File: src/rtl/lu_arbiter_pkg.sv
// Shared definitions for the logic-unit arbiter: default widths, opcode
// encodings and the response-register state type.
package lu_arbiter_pkg;

    localparam int WIDTH_DEF = 16;
    localparam int OPW_DEF   = 3;

    localparam logic [OPW_DEF-1:0] OP_AND  = 3'b000;
    localparam logic [OPW_DEF-1:0] OP_NAND = 3'b001;
    localparam logic [OPW_DEF-1:0] OP_OR   = 3'b010;
    localparam logic [OPW_DEF-1:0] OP_NOR  = 3'b011;
    localparam logic [OPW_DEF-1:0] OP_XOR  = 3'b100;
    localparam logic [OPW_DEF-1:0] OP_XNOR = 3'b101;
    localparam logic [OPW_DEF-1:0] OP_PASS = 3'b110;
    localparam logic [OPW_DEF-1:0] OP_NOT  = 3'b111;

    // EMPTY: no result held; FULL: result register holds a valid response
    typedef enum logic {
        ST_EMPTY = 1'b0,
        ST_FULL  = 1'b1
    } rsp_state_t;

    // Round-robin pick between two requesters; on contention the one that
    // was not granted last time wins.
    function automatic logic pick_grant(input logic v0, input logic v1,
                                        input logic last);
        logic idx;
        idx = 1'b0;
        if (v0 && v1) begin
            idx = ~last;
        end else if (v1) begin
            idx = 1'b1;
        end
        return idx;
    endfunction

endpackage

File: src/rtl/lu_arbiter_lu.sv
// Purely combinational bitwise logic unit shared by both requesters.
module lu_arbiter_lu
    import lu_arbiter_pkg::*;
#(
    parameter int WIDTH = WIDTH_DEF,
    parameter int OPW   = OPW_DEF
) (
    input  logic [OPW-1:0]   opcode,
    input  logic [WIDTH-1:0] arg1,
    input  logic [WIDTH-1:0] arg2,
    output logic [WIDTH-1:0] result
);

    // Decode the opcode into one of eight bitwise functions
    always_comb begin
        result = '0;
        case (opcode)
            OP_AND:  result = arg1 & arg2;
            OP_NAND: result = ~(arg1 & arg2);
            OP_OR:   result = arg1 | arg2;
            OP_NOR:  result = ~(arg1 | arg2);
            OP_XOR:  result = arg1 ^ arg2;
            OP_XNOR: result = ~(arg1 ^ arg2);
            OP_PASS: result = arg1;
            OP_NOT:  result = ~arg1;
            default: result = '0;
        endcase
    end

endmodule

File: src/rtl/lu_arbiter.sv
// Two-requester arbiter in front of a single logic unit. The granted
// operation is evaluated combinationally and captured into a one-deep
// response register that supports full throughput under a ready/valid
// handshake.
module lu_arbiter
    import lu_arbiter_pkg::*;
#(
    parameter int WIDTH = WIDTH_DEF,
    parameter int OPW   = OPW_DEF
) (
    input  logic             clk,
    input  logic             rst,

    input  logic             req0_valid,
    output logic             req0_ready,
    input  logic [OPW-1:0]   req0_opcode,
    input  logic [WIDTH-1:0] req0_arg1,
    input  logic [WIDTH-1:0] req0_arg2,

    input  logic             req1_valid,
    output logic             req1_ready,
    input  logic [OPW-1:0]   req1_opcode,
    input  logic [WIDTH-1:0] req1_arg1,
    input  logic [WIDTH-1:0] req1_arg2,

    output logic             rsp_valid,
    input  logic             rsp_ready,
    output logic             rsp_id,
    output logic [WIDTH-1:0] rsp_result,

    output logic [15:0]      op_count
);

    rsp_state_t       state;
    rsp_state_t       state_next;
    logic             accept_en;
    logic             grant_valid;
    logic             grant_idx;
    logic             last_grant;
    logic             xfer;
    logic [OPW-1:0]   mux_opcode;
    logic [WIDTH-1:0] mux_arg1;
    logic [WIDTH-1:0] mux_arg2;
    logic [WIDTH-1:0] lu_result;

    assign rsp_valid = (state == ST_FULL);

    // A new operation can enter when the register is empty or being drained
    assign accept_en = !rsp_valid || rsp_ready;

    // Choose which requester owns the logic unit this cycle
    always_comb begin
        grant_valid = req0_valid || req1_valid;
        grant_idx   = pick_grant(req0_valid, req1_valid, last_grant);
    end

    // Readies are held low during reset so nothing is consumed then
    assign req0_ready = !rst && accept_en && grant_valid && (grant_idx == 1'b0);
    assign req1_ready = !rst && accept_en && grant_valid && (grant_idx == 1'b1);

    assign xfer = (req0_valid && req0_ready) || (req1_valid && req1_ready);

    // Steer the granted requester's operands into the shared logic unit
    always_comb begin
        mux_opcode = req0_opcode;
        mux_arg1   = req0_arg1;
        mux_arg2   = req0_arg2;
        if (grant_idx) begin
            mux_opcode = req1_opcode;
            mux_arg1   = req1_arg1;
            mux_arg2   = req1_arg2;
        end
    end

    lu_arbiter_lu #(
        .WIDTH (WIDTH),
        .OPW   (OPW)
    ) u_lu (
        .opcode (mux_opcode),
        .arg1   (mux_arg1),
        .arg2   (mux_arg2),
        .result (lu_result)
    );

    // Response-register occupancy state
    always_ff @(posedge clk or posedge rst) begin
        if (rst) begin
            state <= ST_EMPTY;
        end else begin
            state <= state_next;
        end
    end

    // Fill on transfer; empty only when drained without a refill
    always_comb begin
        state_next = state;
        case (state)
            ST_EMPTY: begin
                if (xfer) begin
                    state_next = ST_FULL;
                end
            end
            ST_FULL: begin
                if (rsp_ready && !xfer) begin
                    state_next = ST_EMPTY;
                end
            end
            default: state_next = ST_EMPTY;
        endcase
    end

    // Capture the result and its owner; held steady until the next transfer
    always_ff @(posedge clk or posedge rst) begin
        if (rst) begin
            rsp_result <= '0;
            rsp_id     <= 1'b0;
        end else if (xfer) begin
            rsp_result <= lu_result;
            rsp_id     <= grant_idx;
        end
    end

    // Remember the last winner; reset to 1 so requester 0 wins first contention
    always_ff @(posedge clk or posedge rst) begin
        if (rst) begin
            last_grant <= 1'b1;
        end else if (xfer) begin
            last_grant <= grant_idx;
        end
    end

    // Count accepted operations, wrapping naturally at 16 bits
    always_ff @(posedge clk or posedge rst) begin
        if (rst) begin
            op_count <= 16'd0;
        end else if (xfer) begin
            op_count <= op_count + 16'd1;
        end
    end

endmodule
File: config.mk
export PLATFORM = sky130hd
export DESIGN_NAME = lu_arbiter
export DESIGN_NICKNAME = d
export VERILOG_FILES = /design/src/rtl/lu_arbiter_pkg.sv /design/src/rtl/lu_arbiter_lu.sv /design/src/rtl/lu_arbiter.sv
export SDC_FILE = /design/constraint.sdc
export NUM_CORES = 1
export LEC_CHECK = 0
export CAP_MARGIN = 25
export CORE_ASPECT_RATIO = 1.75
export CORE_MARGIN = 1
export CORE_UTILIZATION = 46
export DETAILED_ROUTE_END_ITERATION = 6
export PLACE_DENSITY_LB_ADDON = 0.15
export SLEW_MARGIN = 20
export SYNTH_ARGS = -nofsm -noshare
export SYNTH_HDL_FRONTEND = slang
export SYNTH_HIERARCHICAL = 1
export SYNTH_SLANG_ARGS = --single-unit
export TNS_END_PERCENT = 20
File: constraint.sdc
create_clock -name clk -period 3.5 [get_ports clk]
set_clock_uncertainty 0.15 [all_clocks]
set_input_delay 0.7 -clock clk [delete_from_list [all_inputs] [get_ports clk]]
set_output_delay 0.7 -clock clk [all_outputs]
set_load 0.005 [all_outputs]
After elaboration in Yosys (flattened, before gate mapping)
Cells that the tools add are included.
Widths: inputs -> output; s select.

word-level totals
  register bits = 35
  input port bits = 75
  output and inout bits = 36
  word-level logic and storage cells = 47

cells by class
  $add $sub $neg = 1
  equality and inequality tests = 7
  muxes and demuxes = 9
  bitwise operators = 10
  reductions and logical operators = 15

operator list
  operator               count
  $pmux 16 s8            1
  $not 16->16            4
  $mux 16                2
  $add 16x1->16 const B  1
  $and 16x16->16         1
  $or 16x16->16          1
  $xor 16x16->16         1
  $eq 3x3->1 const B     4
  $logic_and 1x1->1      8
  $eq 3x2->1 const B     2
  $mux 1                 4
  $eq 3x1->1 const B     1
  $logic_not 1->1        3
  $logic_not 3->1        1
  $logic_or 1x1->1       3
  $mux 3                 1
  $not 1->1              3
  $pmux 1 s2             1

Longest topological paths before layout
Gate-level depths: netlist of run 1.

  depth in word-level cells = 11
  gate-level depth with buffers = 9
  gate-level depth less buffers = 8

Hierarchy
The synthesis of run 1 kept the hierarchy.

by module, submodules not included
  module         times used  cells each  area each (µm²)  seq. area each (µm²)
  lu_arbiter     1           145         1909.3           877.1
  lu_arbiter_lu  1           118         1153.6           0.0

Worst setup path before layout of run 1
No wires, ideal clock.

  kind = input to register
  start point = in req1_valid
  end point = reg rsp_result[2]
  library setup time = 125 ps
  arrival time = 2797 ps
  data required time = 3225 ps
  setup slack = 428 ps
  stages on the path = 8
  path buffers = 1
  cells stage by stage = a21boi_2 > buf_4 > mux2_2 > inv_1 > ha_1 > mux4_1 > xor2_1 > mux2_2

on the way
  cells in the longest elaborated chain, start to end = 6
  elaborated cells between the ends (all ways) = 30
  classes of those cells = eq/ne (7); mux (6); bitwise (8); reduce/logical (9)

RTL lines
  element                                             RTL line                                                       source
  from (decl)                                         lu_arbiter.sv:20                                               input logic req1_valid,
  $mux 1 / $logic_and 1x1->1 (equally long branches)  lu_arbiter_pkg.sv:31, lu_arbiter_pkg.sv:29
  $mux 1 (*)                                          lu_arbiter_pkg.sv:29                                           if (v0 && v1) begin
  $mux 16 (*)                                         lu_arbiter.sv:68                                               if (grant_idx) begin
  named net mux_arg1[2]                               lu_arbiter.sv:42                                               logic [WIDTH-1:0] mux_arg1;
  $xor 16x16->16 (tied with other cells)              lu_arbiter_lu.sv:22, lu_arbiter_lu.sv:23
  $not 16->16 (on tied branches)                      lu_arbiter_lu.sv:23, lu_arbiter_lu.sv:19, lu_arbiter_lu.sv:21
  $pmux 16 s8 (*)                                     lu_arbiter_lu.sv:17                                            case (opcode)
  named net lu_result[2]                              lu_arbiter.sv:44                                               logic [WIDTH-1:0] lu_result;
  to (signal assigned)                                lu_arbiter.sv:118                                              rsp_result <= lu_result;
  to (decl)                                           lu_arbiter.sv:29                                               output logic [WIDTH-1:0] rsp_result,

Mark *: on every way through the listed nets, which the timed path passes. The rest lies on a longest branch.
A chain may end at the register's enable or synchronous reset.

Worst setup path after layout of run 1
  start point = in req1_valid
  end point = reg rsp_result[11]

Same word-level chain as after synthesis.

==> results.cfg, run 1 <==
[logic_synthesis]
yosysUniqueCellTypes = 35
synth_top_area_share_pct = 27.8
ys_seq_elements = 35
synth_area_um2 = 3060
syn_nets = 371
synth_edf_count = 0
async_flop_share_pct = 100
synth_area_leader_cell = dfrtp_1
syn_area_per_cell_um2 = 11.6
ys_seq_area_share_pct = 28.6
synth-main-ff-cell = dfrtp_1
netlist_top_cells_area = dfrtp_1 28%, mux2_2 19%, ha_1 13%
synthCells = 263
ys_warn_count = 6

[power_and_ir_drop]
combPwrFrac_pct = 44.9
internal_power_mw = 1.44
seqPwrFrac_pct = 32.4
leakage_nw = 1.99
power.share.clock_pct = 22.8
p_switching_mw = 0.572
peakVddDrop_v = 0.000217
finalPower_mw = 2.01
switching_share_pct = 28.5
power.density_nw_per_um2 = 453

[setup_path]
crit_fanout = 36
r2r-end = rsp_result[11]
cp_slowest_cell = mux4_1
r2r_cells = 6
cp-start-kind = input pin
slowest_delay_ns = 0.52
path_common_cell = mux2_2
critPathLaunch = req1_valid
r2r_start = last_grant
regToRegSetupSlack_ns = 0.73
worstPathRequired_ns = 3.51
critical-path-top-delay-family = multiplexers
path_buf_inv = 3
crit_arrival_ns = 3.27
crit_type = in2reg
endpoint_kind = flop
path_cells = clkdlybuf4s50_1 -> a21boi_4 -> buf_12 -> mux2_2 -> inv_1 -> ha_1 -> mux4_1 -> xor2_1 -> mux2_2

[layout]
nFillCells = 511
final_cell_mix = 110 x clkdlybuf4s50_1, 52 x mux2_2, 51 x inv_1
final_layout_size_suffix_gt1_share_pct = 22.7
syn_to_final_growth_pct = 44.7
n_antenna_cell = 0
finalInstanceArea_um2 = 4430
layout_commonest_cell = clkdlybuf4s50_1
final_util_pct = 68.3
nets = 486

[clock_tree]
htreeDepth = 2
post_cts_buffers = 0
clk_path_buf_depth = 2
cts_root_buf = clkbuf_16
cts_buffers = 5
cts_tree = done
clkTransAtPathRegs_ns = 0.05
clk_latency_ns = 0.27
postCtsHoldBufs = 0
cts-resized-gates = 0
cts_sinks = 35

[sta]
hold_viol_final = 0
setup-tns-final_ns = 0
setup_slack_ns = 0.237
slew_headroom_pct = 60.3
grt_setup_unrepaired = false
clock.fmax_ghz = 0.307
tightest_slew_ns = 0.590
finalCritPeriodShare_pct = 93.2
setup_viol = 0
layout_min_cycle_time_ns = 3.26
report.final.slew_viol_count = 0

[min_path]
hold_end = op_count[15]
hold_path.class = reg2reg
hp-start = op_count[15]
whs_path_depth = 1

[floorplanning]
num_rows = 39
die_y_um = 110
fp.dieW_um = 63.7
core_area_um2 = 6490
dieArea_um2 = 7000
start_util_pct = 47.2
ioPinCount = 111

[outcome]
status = finished clean

[detailed_routing]
post_drt_wl_per_cell_um = 13.3
vias = 2333
drtIter0Drc = 46
ant_nets = 0
drcViolationCount = 0
vias_per_cell = 5.06
dr.pass1.iters = 4
totalWireLength_um = 6120

[grt]
grt_pass1_vias = 2277
grt_pass1_wl_um = 10400
grt-ovfl-total = 0
antenna_found_initial = 0
grt_use_total_pct = 18.7
grt_max_degree = 37

[flow_run]
cap_violations = 0

[placed_design]
dp_slack_ns = -0.0709
place_area_um2 = 4250
dp_hpwl_um = 4980
gp_congestion = 0.802
io_buffers = 110
-- power by group through the flow --
| stage | clock, mW | combinational, mW | sequential [mW] |
|---|---|---|---|
| finish | 0.457 | 0.901 | 0.650 |
| CTS | 0.462 | 0.914 | 0.650 |
| global route | 0.476 | 0.990 | 0.669 |
| detailed placement | 0 | 0.908 | 0.657 |
| floorplan | 0 | 0.459 | 0.649 |
| global placement | 0 | 0.882 | 0.649 |
-- registers in the layout, summed over array words and instances, names as in the netlist --
signal and count:
op_count 16, last_grant 1, rsp_result 16, rsp_valid 1, rsp_id 1
-- worst register-to-register path: cells and delay by family (launching register included) --
family / cells / cell delay, ns
flops: 1 / 0.57
mux: 3 / 1.52
xor+xnor: 1 / 0.16
buf+inv: 1 / 0.17
compound gates: 1 / 0.08
-- synth_stat cells, drive strengths merged, types with 8 or more instances --
master	instances
buf	8
dfrtp	34
ha	33
inv	51
mux2	52
mux4	16
nand3	8
xnor2	12
xor2	19
-- metal layers --
metal / wire [um] / global-route usage [%]
met5: 0 / 0
met1: 2240 / 20.1
met2: 3650 / 37.5
met4: 79 / 5.36
met3: 156 / 1.97
-- layout make-up --
cell class	count	area [um^2]	area share (%)
inverters	51	191	4.32
repair buffers	118	1190	26.9
multi-input cells	167	1910	43.1
well taps	82	103	2.32
clock buffers	8	156	3.53
flip-flops and latches	35	877	19.8
-- per-stage QoR --
step	cells	hold slack, ns
after global routing	461	0.354
after global placement	452	0.313
final	461	0.323
after floorplan	263	0.318
after CTS	460	0.327
after detailed placement	452	0.319
-- how the worst max path moves through the flow --
| stage | endpoint | slack, ns | cells past startpoint |
|---|---|---|---|
| detailed placement | rsp_result[11] | -0.07 | 7 |
| CTS | rsp_result[11] | 0.22 | 7 |
| floorplan | rsp_result[2] | 0.43 | 8 |
| global placement | rsp_result[15] | 0.01 | 7 |
| finish | rsp_result[11] | 0.24 | 9 |
| global route | rsp_result[11] | 0.13 | 7 |
-- cell families after synthesis --
family / synth area share (%)
xor+xnor: 8.86
mux: 31.6
simple gates: 6.78
compound gates: 1.39
flops: 28.6
buf+inv: 9.23
fa+ha+maj: 13.5
Power figures use the tool's default switching activity.
==> run 2, diff against run 1 <==
--- a/config.mk
+++ b/config.mk
@@ -11,6 +11,7 @@
 export CORE_UTILIZATION = 46
 export DETAILED_ROUTE_END_ITERATION = 6
 export PLACE_DENSITY_LB_ADDON = 0.15
+export RECOVER_POWER = 25
 export SLEW_MARGIN = 20
 export SYNTH_ARGS = -nofsm -noshare
 export SYNTH_HDL_FRONTEND = slang
==> constraint.sdc (replaced) <==
create_clock -name clk -period 3.5 [get_ports clk]
set_clock_uncertainty 0.15 [all_clocks]
set_input_delay 0.7 -clock clk [delete_from_list [all_inputs] [get_ports clk]]
set_output_delay 0.7 -clock clk [all_outputs]
set_load 0.1 [all_outputs]
==> results.cfg, run 2 (synthesis gave the netlist of run 1 again) <==
[outcome]
status = finished clean

[sta]
layout_min_cycle_time_ns = 3.26
setup-tns-final_ns = 0
grt_setup_unrepaired = false
hold_viol_final = 0
report.final.slew_viol_count = 0
tightest_slew_ns = 1.21
slew_headroom_pct = 19.4
clock.fmax_ghz = 0.307
setup_viol = 0
finalCritPeriodShare_pct = 93.2
whs_ns = 0.326

[detailed_routing]
drcViolationCount = 0
wl_met3_um = 174
route.met2.wl_um = 3780
vias = 2294
ant_nets = 0
drt-met1-wl_um = 2400
dr.pass1.iters = 6
dr.max_layer_used = met4
post_drt_wl_per_cell_um = 14.0
totalWireLength_um = 6430
vias_per_cell = 5.00
drtIter0Drc = 104

[layout]
final_layout_size_suffix_gt1_share_pct = 25.7
final_cell_mix = 73 x clkdlybuf4s50_1, 52 x mux2_2, 51 x inv_1
nFillCells = 547
n_antenna_cell = 0
top_regs = op_count (16), rsp_result (16)
nets = 484
final_cells = 459
layout_commonest_cell = clkdlybuf4s50_1
syn_to_final_growth_pct = 38.9
final_util_pct = 65.5

[clock_tree]
clk_path_buf_depth = 2
post_cts_buffers = 0
cts_root_buf = clkbuf_16
clkTransAtPathRegs_ns = 0.06
htreeDepth = 2
cts_tree = done
cts-resized-gates = 0
cts_sinks = 35
clk_latency_ns = 0.28
postCtsHoldBufs = 0
cts_buffers = 5

[power_and_ir_drop]
leakage_nw = 1.94
peakVddDrop_v = 0.000390
power.density_nw_per_um2 = 682

[placed_design]
placedCellCount = 451
dp_hpwl_um = 5210
io_buffers = 110
gp_congestion = 0.769

[floorplanning]
dieArea_um2 = 7000
start_util_pct = 47.2
die_y_um = 110
core_area_um2 = 6490
num_rows = 39
ioPinCount = 111
fp.dieW_um = 63.7

[setup_path]
path_common_cell = mux2_2
cp_slowest_cell = mux4_1
slowest_delay_ns = 0.67
cp-start-kind = input pin
endpoint_kind = flop
crit_arrival_ns = 3.27
path_cells = clkdlybuf4s50_1 -> a21boi_4 -> buf_12 -> mux2_2 -> mux4_1 -> xor2_1 -> mux2_2
worstPathRequired_ns = 3.51
crit_type = in2reg
crit_fanout = 36

[grt]
grt_pass1_wl_um = 11100
grt_use_total_pct = 20.2
antenna_found_initial = 0
grt-ovfl-total = 0
grt_pass1_vias = 2518
grt_max_degree = 37

[min_path]
hold_path.class = reg2reg

[flow_run]
cap_violations = 0
## run 2: worst max-delay path, delay by kind of cell
| family | cells | cell delay, ns |
|---|---|---|
| AO/OA/AOI/OAI | 1 | 0.20 |
| XOR/XNOR | 1 | 0.16 |
| buffers and inverters | 2 | 0.70 |
| multiplexers | 3 | 1.49 |
## run 2: power by group
group	leakage [nW]	internal, mW	switching, mW	total, mW
combinational	1.43	0.443	1.30	1.74
clock	0.0838	0.335	0.165	0.501
sequential	0.430	0.544	0.111	0.655
total	1.94	1.32	1.58	2.90
## run 2: final cells by class
type	instances	area (um^2)	area share [%]
multi-input combinational	167	1910	45.0
timing repair buffer	116	1000	23.5
sequential	35	877	20.6
inverter	51	191	4.50
clock buffer	5	125	2.94
tap	82	103	2.41
clock inverter	3	43.8	1.03
## run 2: final timing paths
check,start,to,slack (ns),cells after the start
worst max-delay path,req1_valid,rsp_result[4],0.24,7
max in group asynchronous,rst,rsp_result[12],1.47,3
min in group asynchronous,rst,op_count[15],1.10,2
worst max register to register,last_grant,rsp_result[4],0.69,6
worst min-delay path,op_count[15],op_count[15],0.33,1
worst min register to register,op_count[15],op_count[15],0.33,1
## run 2: metal layers
layer | up-vias | GRT usage [%]
met5 | - | 0
met4 | 0 | 6.98
met3 | 5 | 1.76
met2 | 55 | 41.1
met1 | 1116 | 21.0
li1 | 1118 | -
## run 2: through the flow
stage,power [mW],setup WS (ns),instance area (um^2)
5_1_grt,3.04,0.0941,4250
6_report,2.90,0.238,4250
3_3_place_gp,2.49,-0.00912,4180
4_1_cts,3.02,0.206,4350
3_5_place_dp,2.52,-0.0825,4180
2_1_floorplan,2.08,0.427,3070
==> run 3, diff against run 2 <==
--- a/config.mk
+++ b/config.mk
@@ -12,6 +12,7 @@
 export DETAILED_ROUTE_END_ITERATION = 6
 export PLACE_DENSITY_LB_ADDON = 0.15
 export RECOVER_POWER = 25
+export SKIP_CTS_REPAIR_TIMING = 1
 export SLEW_MARGIN = 20
 export SYNTH_ARGS = -nofsm -noshare
 export SYNTH_HDL_FRONTEND = slang
==> results of run 3 <==
No change in the layout: final DEF, timing and power equal those of run 2.
